### config.mk
export PLATFORM = sky130hd
export DESIGN_NAME = pu_dispatch_flat
export DESIGN_NICKNAME = d
export VERILOG_FILES = /design/src/rtl/pu_dispatch_pkg.sv /design/src/rtl/pu_dispatch_if.sv /design/src/rtl/pu_instr_fifo.sv /design/src/rtl/pu_dispatch.sv /design/src/flat_wrapper.sv
export SDC_FILE = /design/constraint.sdc
export NUM_CORES = 1
export LEC_CHECK = 0
export ABC_AREA = 1
export CORE_MARGIN = 5
export CORE_UTILIZATION = 30
export CTS_BUF_LIST = sky130_fd_sc_hd__clkbuf_4 sky130_fd_sc_hd__clkbuf_8 sky130_fd_sc_hd__clkbuf_16
export CTS_CLUSTER_DIAMETER = 60
export DETAILED_ROUTE_END_ITERATION = 10
export SYNTH_ARGS = -nofsm -noshare
export SYNTH_HDL_FRONTEND = slang
export SYNTH_HIERARCHICAL = 1
export SYNTH_SLANG_ARGS = --single-unit
### constraint.sdc
create_clock -name i_clk -period 5 [get_ports i_clk]
set_clock_uncertainty 0.1 [all_clocks]
set_input_delay 0.5 -clock i_clk [delete_from_list [all_inputs] [get_ports i_clk]]
set_output_delay 0.5 -clock i_clk [all_outputs]
set_load 0.02 [all_outputs]
### src/rtl/pu_dispatch_pkg.sv
// Shared definitions for the PU dispatch stage: opcode values, instruction
// field positions, compare selector codes and FSM state encodings.
package pu_dispatch_pkg;

  localparam int INSTR_W  = 32;
  localparam int OPCODE_W = 6;
  localparam int REG_W    = 5;
  localparam int CMP_W    = 4;

  // Instruction word layout
  localparam int OPCODE_MSB = 31;
  localparam int REGD_LSB   = 21;
  localparam int REGA_LSB   = 16;
  localparam int REGB_LSB   = 11;
  localparam int CMP_LSB    = 0;

  typedef enum logic [OPCODE_W-1:0] {
    OPCODE_NOP  = 6'd0,
    OPCODE_SUB  = 6'd1,
    OPCODE_ADD  = 6'd2,
    OPCODE_ICMP = 6'd3
  } opcode_e;

  // Compare selector codes carried in the cmp_op field
  localparam logic [CMP_W-1:0] FLAG_INDEX_EQ  = 4'd0;
  localparam logic [CMP_W-1:0] FLAG_INDEX_NE  = 4'd1;
  localparam logic [CMP_W-1:0] FLAG_INDEX_LTU = 4'd2;
  localparam logic [CMP_W-1:0] FLAG_INDEX_LTS = 4'd3;
  localparam logic [CMP_W-1:0] FLAG_INDEX_GEU = 4'd4;
  localparam logic [CMP_W-1:0] FLAG_INDEX_GES = 4'd5;

  // Dispatch FSM encodings
  localparam logic [1:0] ST_IDLE  = 2'd0;
  localparam logic [1:0] ST_ISSUE = 2'd1;
  localparam logic [1:0] ST_STALL = 2'd2;
  localparam logic [1:0] ST_TRAP  = 2'd3;

endpackage

### src/rtl/pu_dispatch_if.sv
// Fetch-side and PU-chain-side signals of the dispatch stage.
// master: the dispatch stage itself; slave: its environment (fetch + PUs).
interface pu_dispatch_if
  import pu_dispatch_pkg::*;
#(
  parameter int OPTION_OPCODE_WIDTH = OPCODE_W,
  parameter int OPTION_CNT_WIDTH    = 32
);
  logic [INSTR_W-1:0]             i_instr;
  logic                           i_instr_valid;
  logic                           o_instr_ready;
  logic [OPTION_OPCODE_WIDTH-1:0] o_opcode;
  logic [REG_W-1:0]               o_rega;
  logic [REG_W-1:0]               o_regb;
  logic [REG_W-1:0]               o_regd;
  logic [CMP_W-1:0]               o_cmp_op;
  logic                           o_chain_ack;
  logic                           i_chain_ack;
  logic                           i_chain_busy;
  logic                           o_retire;
  logic [OPTION_CNT_WIDTH-1:0]    o_retire_cnt;
  logic                           o_trap;
  logic [OPTION_OPCODE_WIDTH-1:0] o_trap_opcode;
  logic                           i_trap_clear;

  modport master (
    input  i_instr, i_instr_valid, i_chain_ack, i_chain_busy, i_trap_clear,
    output o_instr_ready, o_opcode, o_rega, o_regb, o_regd, o_cmp_op,
           o_chain_ack, o_retire, o_retire_cnt, o_trap, o_trap_opcode
  );

  modport slave (
    output i_instr, i_instr_valid, i_chain_ack, i_chain_busy, i_trap_clear,
    input  o_instr_ready, o_opcode, o_rega, o_regb, o_regd, o_cmp_op,
           o_chain_ack, o_retire, o_retire_cnt, o_trap, o_trap_opcode
  );

endinterface

### src/rtl/pu_instr_fifo.sv
// Circular synchronous FIFO buffering instruction words ahead of the issue slot.
// A push while full is accepted only if a pop happens in the same cycle.
module pu_instr_fifo #(
  parameter int DEPTH = 4,
  parameter int WIDTH = 32
) (
  input  logic                     clk,
  input  logic                     rst_n,
  input  logic                     push,
  input  logic [WIDTH-1:0]         din,
  input  logic                     pop,
  output logic [WIDTH-1:0]         dout,
  output logic                     full,
  output logic                     empty,
  output logic [$clog2(DEPTH):0]   count
);

  localparam int AW = $clog2(DEPTH);
  localparam int NW = AW + 1;

  logic [WIDTH-1:0] mem [DEPTH];
  logic [AW-1:0]    wr_ptr;
  logic [AW-1:0]    rd_ptr;
  logic             push_ok;
  logic             pop_ok;

  assign pop_ok  = pop && !empty;
  assign push_ok = push && (!full || pop_ok);
  assign full    = (count == NW'(DEPTH));
  assign empty   = (count == '0);
  assign dout    = mem[rd_ptr];

  // Pointer and occupancy bookkeeping
  always_ff @(posedge clk or negedge rst_n) begin
    if (!rst_n) begin
      wr_ptr <= '0;
      rd_ptr <= '0;
      count  <= '0;
    end else begin
      if (push_ok) wr_ptr <= wr_ptr + AW'(1);
      if (pop_ok)  rd_ptr <= rd_ptr + AW'(1);
      case ({push_ok, pop_ok})
        2'b10:   count <= count + NW'(1);
        2'b01:   count <= count - NW'(1);
        default: count <= count;
      endcase
    end
  end

  // Storage array, data only
  always_ff @(posedge clk) begin
    if (push_ok) mem[wr_ptr] <= din;
  end

endmodule

### src/rtl/pu_dispatch.sv
// Issue stage for the PU chain: buffers fetched words, holds one in the issue
// slot, broadcasts its decoded fields to every PU and retires it when a PU
// claims it through the unique-ack chain. An unclaimed opcode halts dispatch
// in TRAP until the environment clears it.
module pu_dispatch
  import pu_dispatch_pkg::*;
#(
  parameter int OPTION_OPCODE_WIDTH = OPCODE_W,
  parameter int OPTION_FIFO_DEPTH   = 4,
  parameter int OPTION_CNT_WIDTH    = 32
) (
  input logic           i_clk,
  input logic           i_rst_n,
  pu_dispatch_if.master bus
);

  logic [1:0]                       state;
  logic [1:0]                       nxt_state;
  logic [INSTR_W-1:0]               slot_instr;
  logic [INSTR_W-1:0]               fifo_dout;
  logic                             fifo_full;
  logic                             fifo_empty;
  logic [$clog2(OPTION_FIFO_DEPTH):0] fifo_count_unused;
  logic                             push;
  logic                             load;
  logic                             retire;
  logic                             drop;
  logic                             fld_en;
  logic [OPTION_OPCODE_WIDTH-1:0]   slot_opcode;
  logic [OPTION_OPCODE_WIDTH-1:0]   trap_opcode;
  logic [OPTION_CNT_WIDTH-1:0]      retire_cnt;
  logic                             unused_slot_bits;

  assign push = bus.i_instr_valid && !fifo_full;

  pu_instr_fifo #(
    .DEPTH (OPTION_FIFO_DEPTH),
    .WIDTH (INSTR_W)
  ) u_fifo (
    .clk   (i_clk),
    .rst_n (i_rst_n),
    .push  (push),
    .din   (bus.i_instr),
    .pop   (load),
    .dout  (fifo_dout),
    .full  (fifo_full),
    .empty (fifo_empty),
    .count (fifo_count_unused)
  );

  assign slot_opcode = slot_instr[OPCODE_MSB -: OPTION_OPCODE_WIDTH];

  // Next-state, slot load and retire/discard decisions; trap_clear beats busy beats ack
  always_comb begin
    nxt_state = state;
    load      = 1'b0;
    retire    = 1'b0;
    drop      = 1'b0;
    case (state)
      ST_IDLE: begin
        if (!fifo_empty) begin
          load      = 1'b1;
          nxt_state = ST_ISSUE;
        end
      end
      ST_ISSUE: begin
        if (slot_opcode == '0)          retire    = 1'b1;
        else if (bus.i_chain_busy)      nxt_state = ST_STALL;
        else if (bus.i_chain_ack)       retire    = 1'b1;
        else                            nxt_state = ST_TRAP;
      end
      ST_STALL: begin
        if (!bus.i_chain_busy) retire = 1'b1;
      end
      ST_TRAP: begin
        if (bus.i_trap_clear) drop = 1'b1;
      end
      default: nxt_state = ST_IDLE;
    endcase
    // Leaving the slot: refill straight from the buffer when possible
    if (retire || drop) begin
      if (!fifo_empty) begin
        load      = 1'b1;
        nxt_state = ST_ISSUE;
      end else begin
        nxt_state = ST_IDLE;
      end
    end
  end

  // Control state: FSM, retire counter and captured trap opcode
  always_ff @(posedge i_clk or negedge i_rst_n) begin
    if (!i_rst_n) begin
      state       <= ST_IDLE;
      retire_cnt  <= '0;
      trap_opcode <= '0;
    end else begin
      state <= nxt_state;
      if (retire) retire_cnt <= retire_cnt + OPTION_CNT_WIDTH'(1);
      if (state == ST_ISSUE && nxt_state == ST_TRAP) trap_opcode <= slot_opcode;
      else if (drop)                                 trap_opcode <= '0;
    end
  end

  // Issue slot data; only meaningful while the FSM says the slot is live
  always_ff @(posedge i_clk) begin
    if (load) slot_instr <= fifo_dout;
  end

  // Fields reach the PUs only in ISSUE/STALL; TRAP and IDLE present a NOP
  assign fld_en = (state == ST_ISSUE) || (state == ST_STALL);

  assign bus.o_opcode      = fld_en ? slot_opcode : '0;
  assign bus.o_regd        = fld_en ? slot_instr[REGD_LSB +: REG_W] : '0;
  assign bus.o_rega        = fld_en ? slot_instr[REGA_LSB +: REG_W] : '0;
  assign bus.o_regb        = fld_en ? slot_instr[REGB_LSB +: REG_W] : '0;
  assign bus.o_cmp_op      = fld_en ? slot_instr[CMP_LSB +: CMP_W] : '0;
  assign bus.o_chain_ack   = 1'b0;
  assign bus.o_instr_ready = !fifo_full;
  assign bus.o_retire      = retire;
  assign bus.o_retire_cnt  = retire_cnt;
  assign bus.o_trap        = (state == ST_TRAP);
  assign bus.o_trap_opcode = trap_opcode;

  // Word bits between regb and cmp_op carry nothing for the PUs
  assign unused_slot_bits = ^slot_instr[REGB_LSB-1:CMP_LSB+CMP_W];

endmodule

### src/flat_wrapper.sv
// flat-port wrapper written by rule: the top's interface ports become plain ports
module pu_dispatch_flat import pu_dispatch_pkg::*;
#(
  parameter int OPTION_OPCODE_WIDTH = OPCODE_W,
  parameter int OPTION_FIFO_DEPTH   = 4,
  parameter int OPTION_CNT_WIDTH    = 32
)
  (i_clk, i_rst_n, bus_i_instr, bus_i_instr_valid, bus_i_chain_ack, bus_i_chain_busy, bus_i_trap_clear, bus_o_instr_ready, bus_o_opcode, bus_o_rega, bus_o_regb, bus_o_regd, bus_o_cmp_op, bus_o_chain_ack, bus_o_retire, bus_o_retire_cnt, bus_o_trap, bus_o_trap_opcode);
  pu_dispatch_if #(.OPTION_OPCODE_WIDTH(OPTION_OPCODE_WIDTH), .OPTION_CNT_WIDTH(OPTION_CNT_WIDTH)) bus_i ();
  input logic i_clk;
  input logic i_rst_n;
  input wire logic [$bits(bus_i.i_instr)-1:0] bus_i_instr;
  input wire logic [$bits(bus_i.i_instr_valid)-1:0] bus_i_instr_valid;
  input wire logic [$bits(bus_i.i_chain_ack)-1:0] bus_i_chain_ack;
  input wire logic [$bits(bus_i.i_chain_busy)-1:0] bus_i_chain_busy;
  input wire logic [$bits(bus_i.i_trap_clear)-1:0] bus_i_trap_clear;
  output wire logic [$bits(bus_i.o_instr_ready)-1:0] bus_o_instr_ready;
  output wire logic [$bits(bus_i.o_opcode)-1:0] bus_o_opcode;
  output wire logic [$bits(bus_i.o_rega)-1:0] bus_o_rega;
  output wire logic [$bits(bus_i.o_regb)-1:0] bus_o_regb;
  output wire logic [$bits(bus_i.o_regd)-1:0] bus_o_regd;
  output wire logic [$bits(bus_i.o_cmp_op)-1:0] bus_o_cmp_op;
  output wire logic [$bits(bus_i.o_chain_ack)-1:0] bus_o_chain_ack;
  output wire logic [$bits(bus_i.o_retire)-1:0] bus_o_retire;
  output wire logic [$bits(bus_i.o_retire_cnt)-1:0] bus_o_retire_cnt;
  output wire logic [$bits(bus_i.o_trap)-1:0] bus_o_trap;
  output wire logic [$bits(bus_i.o_trap_opcode)-1:0] bus_o_trap_opcode;
  assign bus_i.i_instr = bus_i_instr;
  assign bus_i.i_instr_valid = bus_i_instr_valid;
  assign bus_i.i_chain_ack = bus_i_chain_ack;
  assign bus_i.i_chain_busy = bus_i_chain_busy;
  assign bus_i.i_trap_clear = bus_i_trap_clear;
  assign bus_o_instr_ready = bus_i.o_instr_ready;
  assign bus_o_opcode = bus_i.o_opcode;
  assign bus_o_rega = bus_i.o_rega;
  assign bus_o_regb = bus_i.o_regb;
  assign bus_o_regd = bus_i.o_regd;
  assign bus_o_cmp_op = bus_i.o_cmp_op;
  assign bus_o_chain_ack = bus_i.o_chain_ack;
  assign bus_o_retire = bus_i.o_retire;
  assign bus_o_retire_cnt = bus_i.o_retire_cnt;
  assign bus_o_trap = bus_i.o_trap;
  assign bus_o_trap_opcode = bus_i.o_trap_opcode;
  pu_dispatch #(.OPTION_OPCODE_WIDTH(OPTION_OPCODE_WIDTH), .OPTION_FIFO_DEPTH(OPTION_FIFO_DEPTH), .OPTION_CNT_WIDTH(OPTION_CNT_WIDTH)) u_core (.i_clk(i_clk), .i_rst_n(i_rst_n), .bus(bus_i));
endmodule
### After elaboration in Yosys (flattened, before gate mapping)

Memory sizes are Yosys's and may differ from the RTL's. A register that Yosys moved wholly into a read port is not among the register bits.
Cells that the tools add are included.

* flip-flop bits (word level): 47
* latch bits: 0
* RAM bits: 128
* memory bits (read-only): 0
* input port bits: 38
* output and inout bits: 67
* logic and storage cells: 61
* memories kept: 1

Memories
* u_core.u_fifo.mem: depth 4, width 32, rd ports 1, clocked after memory_dff 1, write ports 1, line pu_instr_fifo.sv:21 `logic [WIDTH-1:0] mem [DEPTH];`

* add/subtract/negate cells: 5
* $mul: 0
* div/mod/pow operators: 0
* $lt $le $gt $ge: 0
* equality and inequality tests: 7
* shift operators: 0
* multiplexer cells: 28
* bitwise operators: 0
* reductions and logical operators: 14

Operator list (count)
* $add 32x1->32 const B: 1
* $mux 6: 3
* $mux 5: 3
* $mux 1: 13
* $mux 2: 5
* $eq 2x2->1 const B: 4
* $logic_not 6->1: 1
* $pmux 3 s2: 1
* $add 2x1->2 const B: 2
* $eq 2x1->1 const B: 2
* $logic_and 1x1->1: 4
* $mux 4: 1
* $pmux 2 s2: 1
* $reduce_bool 2->1: 2
* $add 3x1->3 const B: 1
* $eq 3x3->1 const B: 1
* $logic_not 3->1: 1
* $logic_or 1x1->1: 3
* $sub 3x1->3 const B: 1
* $logic_not 1->1: 2
* $logic_not 2->1: 1
* $pmux 1 s2: 1

### Logic depth before layout (Yosys ltp)

* depth after elaboration: 11
* depth in mapped cells: 16
* gate-level depth less buffers: 16

### Cells and area by module

Netlist, hierarchy kept.

By module, submodules not included
* pu_instr_fifo: times used 1, cells an instance 365, area an instance 5185.0 sq um
* pu_dispatch: times used 1, cells an instance 355, area an instance 3231.8 sq um

### Least setup slack after synthesis

Ideal clock, no wire load.

* kind: reg-to-reg
* start point: register u_core.state[1]
* end point: memory u_core.u_fifo.mem[0][0] (enable)
* setup time: 0.421 ns
* data arrival time: 3.362 ns
* data required time: 4.479 ns
* path slack: 1.117 ns
* cell stages (with the launch flop): 10
* path buffers: 1
* clock period less this slack: 3.883 ns
* path through: dfrtp_1 inv_1 ha_1 buf_2 nand2_4 nand2_1 nand2_1 nand2_1 o21ai_4 nor2_1

* word-level cells in the longest chain between the ends: 9
* elaborated cells on any way between the ends: 15

RTL lines
* from (decl): line pu_dispatch.sv:17 `logic [1:0] state;`
* from (signal assigned): line pu_dispatch.sv:98 `state <= nxt_state;`
* $eq 2x2->1, or another cell as far along: line pu_dispatch.sv:59 `case (state)`
* $pmux 1 s2 or $mux 1 (tied branches): line pu_dispatch.sv:59
* $logic_or 1x1->1 or $mux 1 (tied branches): line pu_dispatch.sv:81, pu_dispatch.sv:82
* $mux 1 (*): line pu_dispatch.sv:81 `if (retire || drop) begin`
* net u_core.load: line pu_dispatch.sv:25 `logic load;`
* $logic_and 1x1->1 (*): line pu_instr_fifo.sv:27 `assign pop_ok = pop && !empty;`
* $logic_or 1x1->1 (*): line pu_instr_fifo.sv:28 `assign push_ok = push && (!full || pop_ok);`
* $logic_and 1x1->1 (*): line pu_instr_fifo.sv:28
* $mux 1 (*): line pu_instr_fifo.sv:52 `if (push_ok) mem[wr_ptr] <= din;`
* $mux 1 (implied by the code) (*): line pu_instr_fifo.sv:52
* to (decl): line pu_instr_fifo.sv:21

Mark *: on every way through the listed nets, which the timed path passes. The rest lies on a longest branch.

### Worst setup path after layout

* start point: register u_core.state[1]
* end point: output port bus_o_rega[1]

* word-level cells in the longest chain between the ends: 3
* elaborated cells on any way between the ends: 4

RTL lines
* $eq 2x1->1 or $eq 2x2->1 (tied branches): line pu_dispatch.sv:111 `assign fld_en = (state == ST_ISSUE) || (state == ST_STALL);`
* $logic_or 1x1->1 (*): line pu_dispatch.sv:111
* $mux 5 (*): line pu_dispatch.sv:115 `assign bus.o_rega = fld_en ? slot_instr[REGA_LSB +: REG_W] : '0;`
* to (decl): line flat_wrapper.sv:19 `output wire logic [$bits(bus_i.o_rega)-1:0] bus_o_rega;`

Every way passes the cells marked *; elsewhere a longest branch is shown, timed or not.

==> flow_summary.ini <==
[status]
status = finished, final reports clean

[worst_setup_path]
crit_path_start_kind = flop
required_ps = 4400
critPathMaxFanout = 26
crit_arrival_ps = 2460
setup.worst_path.class = flop to output pin
cp-end-kind = output pin

[finish]
syn2layout_area_growth_pct = 25.5
mostFrequentLayoutCell = edfxtp_1
layout.nets = 801
fill_cells = 2343
stdcell_count = 1090
antennaDiodeCount = 0
drive_above_1_share_pct = 8.88
final_cell_mix = edfxtp_1, nand2_1, clkdlybuf4s50_1
final_area_sq_um = 9300

[logic_synthesis]
synthCells = 657
syn-cell-area_sq_um = 7410
synth_fp_nets = 705
yosys_warnings = 6
synth_area_per_cell_sq_um = 11.3

[cts]
cts_root_buf = clkbuf_16
htreeDepth = 4
clkTransAtPathRegs_ps = 70
clock-sinks = 172
hold_buffers = 0
cts.repair.resized = 0
numCtsBuffers = 17
cts_tree = done
cts_setup_buffers = 0
clkLatencyLatePin_ps = 430
cts_buffer_depth = 2

[hold_path]
hold_class = primary input to asynchronous set/reset pin

[sta]
fin_tns_setup_ps = 0
setup_violations = 0
drv_slew = 0
clock.fmax_mhz = 327
relSlewSlack_pct = 26.2
finalWorstSetupSlack_ps = 1940
period_minus_slack_ps = 3060
rsz0062_at_grt = false
hold_viol = 0
fin_crit_sh_pct = 61.2
worst_slew_pin_slew_ps = 1110

[grt]
grt_start_max_net_pins = 53
antenna_found_initial = 0
grt_overflow = 0
grt_usage_pct = 11.9
grt_pass1_wl_um = 26300
grt_pass1_vias = 4813

[floorplan]
core_sq_um = 24300
die-area_sq_um = 27900
start_util_pct = 30.5
io_pins = 105
dieHeight_um = 167
fp.dieW_um = 167
num_rows = 57

[placement]
preCtsSetupSlack_ps = 1710
detailed_place.area_sq_um = 8660
dp_cells = 1058
dp_hpwl_um = 10500
port_buffers = 96
place.gp.congestion = 0.859

[power_and_ir_drop]
power.density_nw_per_um2 = 612
vdd_ir_drop_max_v = 0.000282
p_total_mw = 5.69
leakagePower_nw = 3.79

[drt]
drt-total-wl_um = 16300
ant_nets = 0
vias = 4906
wire_per_inst_um = 14.9
drt_iter0_drc = 318
drt_first_pass_iters = 4
via_per_inst = 4.50
drc = 0

[flow_run]
maxCapViolCount = 0
routing by layer:
layer | up-vias | track usage, % | share of wire, % | wire (um)
met4 | 0 | 3.60 | 1.3 | 210
met1 | 2338 | 15.2 | 44 | 7130
li1 | 2400 | - | - | -
met5 | - | 0 | 0 | 0
met3 | 20 | 3.49 | 6.4 | 1050
met2 | 148 | 19.9 | 49 | 7900
layout make-up:
| cell class | instances | area, sq um | share of cell area [%] |
|---|---|---|---|
| flip-flops and latches | 172 | 4930 | 53.0 |
| clock inverters | 15 | 213 | 2.29 |
| well taps | 324 | 405 | 4.36 |
| clock buffers | 17 | 425 | 4.57 |
| inverters | 67 | 256 | 2.76 |
| repair buffers | 103 | 1010 | 10.8 |
| multi-input cells | 392 | 2060 | 22.2 |
through the flow:
stage	util, %	hold WS, ps
after floorplan	-	104
after global placement	35.6	391
after detailed placement	35.6	394
after CTS	38.2	204
after global routing	38.2	267
final	38.2	191
worst max-delay path, cell delays in order (launching register included):
cell,delay [ps]
dfrtp_1,430
inv_1,100
ha_1,350
buf_4,330
nand2_1,140
inv_1,70
clkdlybuf4s50_1,600
sequential cells by signal (all words and copies together), names as in the netlist:
signal and flops:
u_core/u_fifo/mem 100, u_core/u_fifo/wr_ptr 2, u_core/state 2, u_core/u_fifo/rd_ptr 2
u_core/slot_instr 25, u_core/u_fifo/count 3, u_core/bus.o_trap_opcode 6, u_core/bus.o_retire_cnt 32
final timing paths:
path / from / depth (start not counted) / end / slack, ps
min in group i_clk: u_core/bus.o_trap_opcode[1]$_DFFE_PN0P_ / 2 / u_core/bus.o_trap_opcode[1]$_DFFE_PN0P_ / 400
min: i_rst_n / 1 / u_core/bus.o_retire_cnt[2]$_DFFE_PN0P_ / 190
max in group asynchronous: i_rst_n / 1 / u_core/u_fifo/count[2]$_DFFE_PN0P_ / 3930
max: u_core/state[1]$_DFF_PN0_ / 6 / bus_o_rega[1] / 1940
min reg2reg: u_core/bus.o_trap_opcode[1]$_DFFE_PN0P_ / 2 / u_core/bus.o_trap_opcode[1]$_DFFE_PN0P_ / 400
max reg2reg: u_core/slot_instr[27]$_DFFE_PP_ / 15 / u_core/u_fifo/count[2]$_DFFE_PN0P_ / 2210
power breakdown:
part	switching (mW)	internal [mW]	leakage [nW]	total, mW
clock network	0.626	0.773	0.308	1.40
registers	0.183	2.01	1.77	2.19
logic	1.35	0.748	1.70	2.10
total	2.16	3.53	3.79	5.69
Power figures use the tool's default switching activity.
